$ cat config.mk
export PLATFORM = sky130hd
export DESIGN_NAME = seq_alu
export DESIGN_NICKNAME = d
export VERILOG_FILES = /design/src/rtl/seq_alu.sv
export SDC_FILE = /design/constraint.sdc
export NUM_CORES = 1
export LEC_CHECK = 0
export CELL_PAD_IN_SITES_DETAIL_PLACEMENT = 1
export CELL_PAD_IN_SITES_GLOBAL_PLACEMENT = 1
export CORE_MARGIN = 2
export CORE_UTILIZATION = 44
export DETAILED_ROUTE_END_ITERATION = 8
export GPL_TIMING_DRIVEN = 0
export PLACE_DENSITY_LB_ADDON = 0.1
export REMOVE_ABC_BUFFERS = 1
export SKIP_CTS_REPAIR_TIMING = 1
export SYNTH_ARGS = -nofsm -noshare
export SYNTH_HDL_FRONTEND = slang
export SYNTH_SLANG_ARGS = --single-unit
$ cat constraint.sdc
create_clock -name clk -period 5.9 [get_ports clk]
set_input_delay 1.475 -clock clk [delete_from_list [all_inputs] [get_ports clk]]
set_output_delay 1.475 -clock clk [all_outputs]
set_load 0.01 [all_outputs]
$ cat src/rtl/seq_alu.sv
// seq_alu: handshaked W-bit accumulating ALU with
// iterative shift-add multiply and restoring divide.
module seq_alu #(
  parameter int W = 16
) (
  input  logic         clk,
  input  logic         clear,
  input  logic         in_valid,
  output logic         in_ready,
  input  logic [3:0]   opcode,
  input  logic         acc_sel,
  input  logic [W-1:0] input1,
  input  logic [W-1:0] input2,
  output logic [W-1:0] out,
  output logic [W-1:0] out_hi,
  output logic         out_valid,
  output logic         zero,
  output logic         carry,
  output logic         dz,
  output logic         err
);

  localparam int CW = $clog2(W + 1);

  localparam logic [3:0] OP_NOOP = 4'h0;
  localparam logic [3:0] OP_ADD  = 4'h1;
  localparam logic [3:0] OP_SUB  = 4'h2;
  localparam logic [3:0] OP_MUL  = 4'h3;
  localparam logic [3:0] OP_DIV  = 4'h4;
  localparam logic [3:0] OP_AND  = 4'h5;
  localparam logic [3:0] OP_OR   = 4'h6;
  localparam logic [3:0] OP_XOR  = 4'h7;
  localparam logic [3:0] OP_NOT  = 4'h8;
  localparam logic [3:0] OP_RST  = 4'hF;

  typedef enum logic [1:0] {
    S_IDLE,
    S_MUL,
    S_DIV
  } state_t;

  state_t        state_q, state_d;
  logic [CW-1:0] cnt_q, cnt_d;
  logic [W-1:0]  wh_q, wh_d;
  logic [W-1:0]  wl_q, wl_d;
  logic [W-1:0]  b_q, b_d;
  logic [W-1:0]  out_q, out_d;
  logic [W-1:0]  hi_q, hi_d;
  logic          zero_q, zero_d;
  logic          carry_q, carry_d;
  logic          dz_q, dz_d;
  logic          err_q, err_d;
  logic          ov_q, ov_d;

  logic [W-1:0]  opa, opb;
  logic [W:0]    add_r, sub_r, mac, dsh, dsub;
  logic          fin, carry_c, dz_c;

  always_comb begin
    state_d = state_q;
    cnt_d   = cnt_q;
    wh_d    = wh_q;
    wl_d    = wl_q;
    b_d     = b_q;
    out_d   = out_q;
    hi_d    = hi_q;
    zero_d  = zero_q;
    carry_d = carry_q;
    dz_d    = dz_q;
    err_d   = err_q;
    ov_d    = 1'b0;
    fin     = 1'b0;
    carry_c = 1'b0;
    dz_c    = 1'b0;
    opa     = acc_sel ? out_q : input1;
    opb     = input2;
    add_r   = {1'b0, opa} + {1'b0, opb};
    sub_r   = {1'b0, opa} - {1'b0, opb};
    mac     = {1'b0, wh_q} + (wl_q[0] ? {1'b0, b_q} : '0);
    dsh     = {wh_q, wl_q[W-1]};
    dsub    = dsh - {1'b0, b_q};

    unique case (state_q)
      S_IDLE: begin
        if (in_valid) begin
          case (opcode)
            OP_NOOP: fin = 1'b1;
            OP_ADD: begin
              fin     = 1'b1;
              out_d   = add_r[W-1:0];
              hi_d    = '0;
              carry_c = add_r[W];
            end
            OP_SUB: begin
              fin     = 1'b1;
              out_d   = sub_r[W-1:0];
              hi_d    = '0;
              carry_c = sub_r[W];
            end
            OP_MUL: begin
              state_d = S_MUL;
              cnt_d   = CW'(W);
              wh_d    = '0;
              wl_d    = opa;
              b_d     = opb;
            end
            OP_DIV: begin
              if (opb == '0) begin
                fin   = 1'b1;
                out_d = '1;
                hi_d  = opa;
                dz_c  = 1'b1;
              end else begin
                state_d = S_DIV;
                cnt_d   = CW'(W);
                wh_d    = '0;
                wl_d    = opa;
                b_d     = opb;
              end
            end
            OP_AND: begin
              fin   = 1'b1;
              out_d = opa & opb;
              hi_d  = '0;
            end
            OP_OR: begin
              fin   = 1'b1;
              out_d = opa | opb;
              hi_d  = '0;
            end
            OP_XOR: begin
              fin   = 1'b1;
              out_d = opa ^ opb;
              hi_d  = '0;
            end
            OP_NOT: begin
              fin   = 1'b1;
              out_d = ~opa;
              hi_d  = '0;
            end
            OP_RST: begin
              ov_d    = 1'b1;
              out_d   = '0;
              hi_d    = '0;
              zero_d  = 1'b0;
              carry_d = 1'b0;
              dz_d    = 1'b0;
              err_d   = 1'b0;
            end
            default: begin
              ov_d  = 1'b1;
              err_d = 1'b1;
            end
          endcase
        end
      end
      S_MUL: begin
        cnt_d        = cnt_q - CW'(1);
        {wh_d, wl_d} = {mac, wl_q[W-1:1]};
      end
      S_DIV: begin
        cnt_d = cnt_q - CW'(1);
        // restore by keeping the shifted remainder when the trial goes negative
        if (!dsub[W]) begin
          wh_d = dsub[W-1:0];
          wl_d = {wl_q[W-2:0], 1'b1};
        end else begin
          wh_d = dsh[W-1:0];
          wl_d = {wl_q[W-2:0], 1'b0};
        end
      end
      default: state_d = S_IDLE;
    endcase

    if (state_q != S_IDLE && cnt_q == CW'(1)) begin
      state_d = S_IDLE;
      out_d   = wl_d;
      hi_d    = wh_d;
      fin     = 1'b1;
    end

    if (fin) begin
      ov_d    = 1'b1;
      zero_d  = (out_d == '0);
      carry_d = carry_c;
      dz_d    = dz_c;
      err_d   = 1'b0;
    end
  end

  always_ff @(posedge clk) begin
    if (clear) begin
      state_q <= S_IDLE;
      cnt_q   <= '0;
      wh_q    <= '0;
      wl_q    <= '0;
      b_q     <= '0;
      out_q   <= '0;
      hi_q    <= '0;
      zero_q  <= 1'b0;
      carry_q <= 1'b0;
      dz_q    <= 1'b0;
      err_q   <= 1'b0;
      ov_q    <= 1'b0;
    end else begin
      state_q <= state_d;
      cnt_q   <= cnt_d;
      wh_q    <= wh_d;
      wl_q    <= wl_d;
      b_q     <= b_d;
      out_q   <= out_d;
      hi_q    <= hi_d;
      zero_q  <= zero_d;
      carry_q <= carry_d;
      dz_q    <= dz_d;
      err_q   <= err_d;
      ov_q    <= ov_d;
    end
  end

  assign in_ready  = (state_q == S_IDLE);
  assign out       = out_q;
  assign out_hi    = hi_q;
  assign out_valid = ov_q;
  assign zero      = zero_q;
  assign carry     = carry_q;
  assign dz        = dz_q;
  assign err       = err_q;

endmodule

==> results list <==
- Maximum number of pins on one net before global-route repair: 67
- Yosys printed 0 warnings.
- Core area: 21,000 sq um
- Number of synthesized flops with an enable pin: 0
* Die X-Extent: 150 um
- Once the floorplan was initialized, standard cells occupied 44.6% of the core.
- H-tree depth reported by CTS: 3
- After routing the design area is 10,600 sq um.
* Leakage component of the power: 4.22 nW
- Antenna-violating nets left: 0
* Fraction of layout cells with a size suffix above 1: about 5.4%
- After the flow finishes, the layout carries non-filler instances totaling 1,557.
- Post-route fraction of the period consumed by the critical path: 99.0%
* DRT Wirelength: 35,300 um
- Peak supply drop: about 0.13 mV
- Vias in the first global route: 9,858
* Drc violations: 0
- Hold Path Stages: 2
* Std cell rows: 53
- Avg Cell Area, Syn: 7.44 sq um
* Count of inserted antenna diode cells: 0
* Arrival time at the worst endpoint: 6.14 ns
- Post-Route Hold Slack: 0.455 ns
* RSZ-0062 raised after global routing: no
- Cells fill between 50% and 60% of the core in the end.
- The wire-length estimate of the detail-placed layout is 26,300 um.
- Overall global routing resource usage: between 30% and 40%
* Pwr Total: 2.26 mW
* Routability congestion estimate from global placement: about 0.9
* Area growth from synthesis to layout: 13.4%
* Mean number of vias per cell: about 6.3
* Synth Flop Type: sky130_fd_sc_hd__dfxtp_1
- The worst setup path is of the primary input to flip-flop kind.
* Distinct cell type count of the synthesized netlist: 86
- Buffers placed on the I/O ports in this run total 77.
- Clock-pin slew on the worst setup and hold paths: ~0.070 ns
- TritonCTS built the clock tree.
* Global-route wire length before repair: around 55,000 um
- Height of the die: 150 um
- Asr flop ratio synth: 0%
- Measured in cells, the most critical reg-to-reg path has a length of 8.
- In this run the power density over the cells is 214 nW/um^2.
- Launching element type of the critical path: primary input
* First-pass iteration count of the detailed router: 7
* Clock Skew: 0.00903 ns
* Cell count after synthesis: 1,257
- Inserted Clock Buffers: 9
- Status: complete, no violations
- The cell area that synthesis handed to floorplanning was ~9300 sq um.
- Sink Count: slightly above 90
- Yosys attributes the largest share of cell area to sky130_fd_sc_hd__dfxtp_1 (20%), sky130_fd_sc_hd__ha_1 (13%), sky130_fd_sc_hd__a21oi_1 (5.6%).
- Counting flops and latches in the post-synthesis netlist gives 92.
- After synthesis, flip-flops and latches occupy 19.7% of the total area.
- Across the run, the number of max-cap violations was 0.
- In this run the clock root is driven by a sky130_fd_sc_hd__clkbuf_16.
- Overflow after GRT: 0
* Kind of end point of the critical path: flip-flop
* Number of max-slew violations in the final report: 0
- Filler instances: 2,673
* Yosys top cell by area: sky130_fd_sc_hd__dfxtp_1
- Post-place instance area: 10,200 sq um
- Top library cells by usage in the layout, fill and taps aside: sky130_fd_sc_hd__nor2_1 (131), sky130_fd_sc_hd__nand2_1 (112), sky130_fd_sc_hd__a21oi_1 (104), sky130_fd_sc_hd__ha_1 (99), sky130_fd_sc_hd__dfxtp_1 (92)
- roughly 80 I/O pins were placed.
- Kind of path behind the tightest hold check: flip-flop to flip-flop
- Most common library cell in the layout ignoring fill and taps: sky130_fd_sc_hd__nor2_1
* Avg WL per Cell: between 20 and 25 um
- At the end of the flow, the number of nets in the layout was between 1,000 and 1,500.
* Minimum clock period: 5.84 ns
- Worst Max-Slew Pin Slew: ~1.4 ns
- Hold violation count in the final report: 0
- Including well taps, the total number of placed cells is 1,541.
- Floorplan die area: 22,400 sq um
- At the worst endpoint, the required time is just over 6 ns.
- Derived from the worst setup path, the maximum achievable clock frequency is 171 MHz.
* Initial detailed-routing violation count: 621
- Clk Latency, worst-skew pair: around 0.36 ns
* CTS max path bufs: 2
- In this run the tightest slew margin relative to its limit is between 7 and 8%.
- Setup violations remaining at the end of the flow were counted as 0.
- Number of antenna violations at the first check in global routing: 0
* CP max FO: 22
- Share of Yosys cell area claimed by the top area cell type: 19.7%
- Across all layers, the routed design uses 9,787 vias.
layer usage:
metal,track usage (%),vias to the layer above,routed length [um]
met2,54.5,342,16900
met1,41.6,4791,15500
met5,0,-,0
li1,-,4585,-
met4,12.4,0,1110
met3,1.92,69,1720
cell families (layout without fill, tap and decap cells):
kind of cell / count (synthesis) / in the layout / share of synthesized area [%]
xor gates and xnor gates: 38 / 38 / 3.56
DFF: 92 / 92 / 19.7
muxes: 41 / 41 / 5.42
adders and majority gates: 103 / 103 / 14.1
and+or+nand+nor: 436 / 436 / 22.8
AOI/OAI and AO/OA: 388 / 388 / 27.4
buffers and inverters: 159 / 184 / 7.01
sequential cells by signal (all words and copies together) (netlist names), 2 cells and up:
signal and flops:
out 16, b_q 16, state_q 2, out_hi 16, cnt_q 5, wh_q 16
wl_q 16
layout make-up:
cell class / instances / area [sq um] / area share [%]
multi-input cells: 1006 / 6890 / 65.0
clock buffers: 9 / 225 / 2.13
well taps: 275 / 344 / 3.25
flip-flops and latches: 92 / 1840 / 17.4
clock inverters: 7 / 139 / 1.31
repair buffers: 83 / 841 / 7.93
inverters: 85 / 319 / 3.01
metrics by stage:
step	worst slack [ns]	setup TNS, ns
floorplan	1.50	0
global placement	-1.29	-22.59
detailed placement	-0.904	-4.93
CTS	-0.527	-0.701
global route	0.0113	0
finish	0.0604	0
synth_stat cells, types with 14 or more instances:
master,n
sky130_fd_sc_hd__a211oi_1,14
sky130_fd_sc_hd__a21o_1,21
sky130_fd_sc_hd__a21oi_1,104
sky130_fd_sc_hd__a221oi_1,26
sky130_fd_sc_hd__a22oi_1,18
sky130_fd_sc_hd__a31oi_1,16
sky130_fd_sc_hd__buf_2,20
sky130_fd_sc_hd__clkbuf_1,46
sky130_fd_sc_hd__dfxtp_1,92
sky130_fd_sc_hd__ha_1,99
sky130_fd_sc_hd__inv_1,84
sky130_fd_sc_hd__mux2i_1,29
sky130_fd_sc_hd__nand2_1,112
sky130_fd_sc_hd__nand3_1,18
sky130_fd_sc_hd__nor2_1,132
sky130_fd_sc_hd__nor2b_1,24
sky130_fd_sc_hd__nor3_1,55
sky130_fd_sc_hd__o21ai_0,83
sky130_fd_sc_hd__xnor2_1,27
critical path, stage by stage:
cell and delay (ns):
sky130_fd_sc_hd__clkdlybuf4s50_1 0.80, sky130_fd_sc_hd__and2b_1 0.67, sky130_fd_sc_hd__nand2_1 0.32, sky130_fd_sc_hd__or2_0 0.66, sky130_fd_sc_hd__nand2_1 0.46, sky130_fd_sc_hd__o32ai_1 0.62
sky130_fd_sc_hd__a22oi_1 0.18, sky130_fd_sc_hd__nor2b_1 0.25, sky130_fd_sc_hd__and4_1 0.30, sky130_fd_sc_hd__and4_1 0.23, sky130_fd_sc_hd__a32o_2 0.16
power by group:
part	switching, mW	internal, mW	leakage, nW
Sequential	0.0319	0.655	0.747
Clock	0.279	0.457	0.179
Combinational	0.516	0.325	3.30
worst paths after layout:
kind	from	slack [ns]	to
worst max-delay path	opcode[2]	0.06	zero$_SDFFE_PP0P_
worst min-delay path	b_q[3]$_SDFFE_PP0P_	0.46	b_q[3]$_SDFFE_PP0P_
worst max register to register	state_q[0]$_SDFFE_PP0P_	0.81	zero$_SDFFE_PP0P_
worst min register to register	b_q[3]$_SDFFE_PP0P_	0.46	b_q[3]$_SDFFE_PP0P_
No activity file was read; power rests on OpenSTA's default activity.
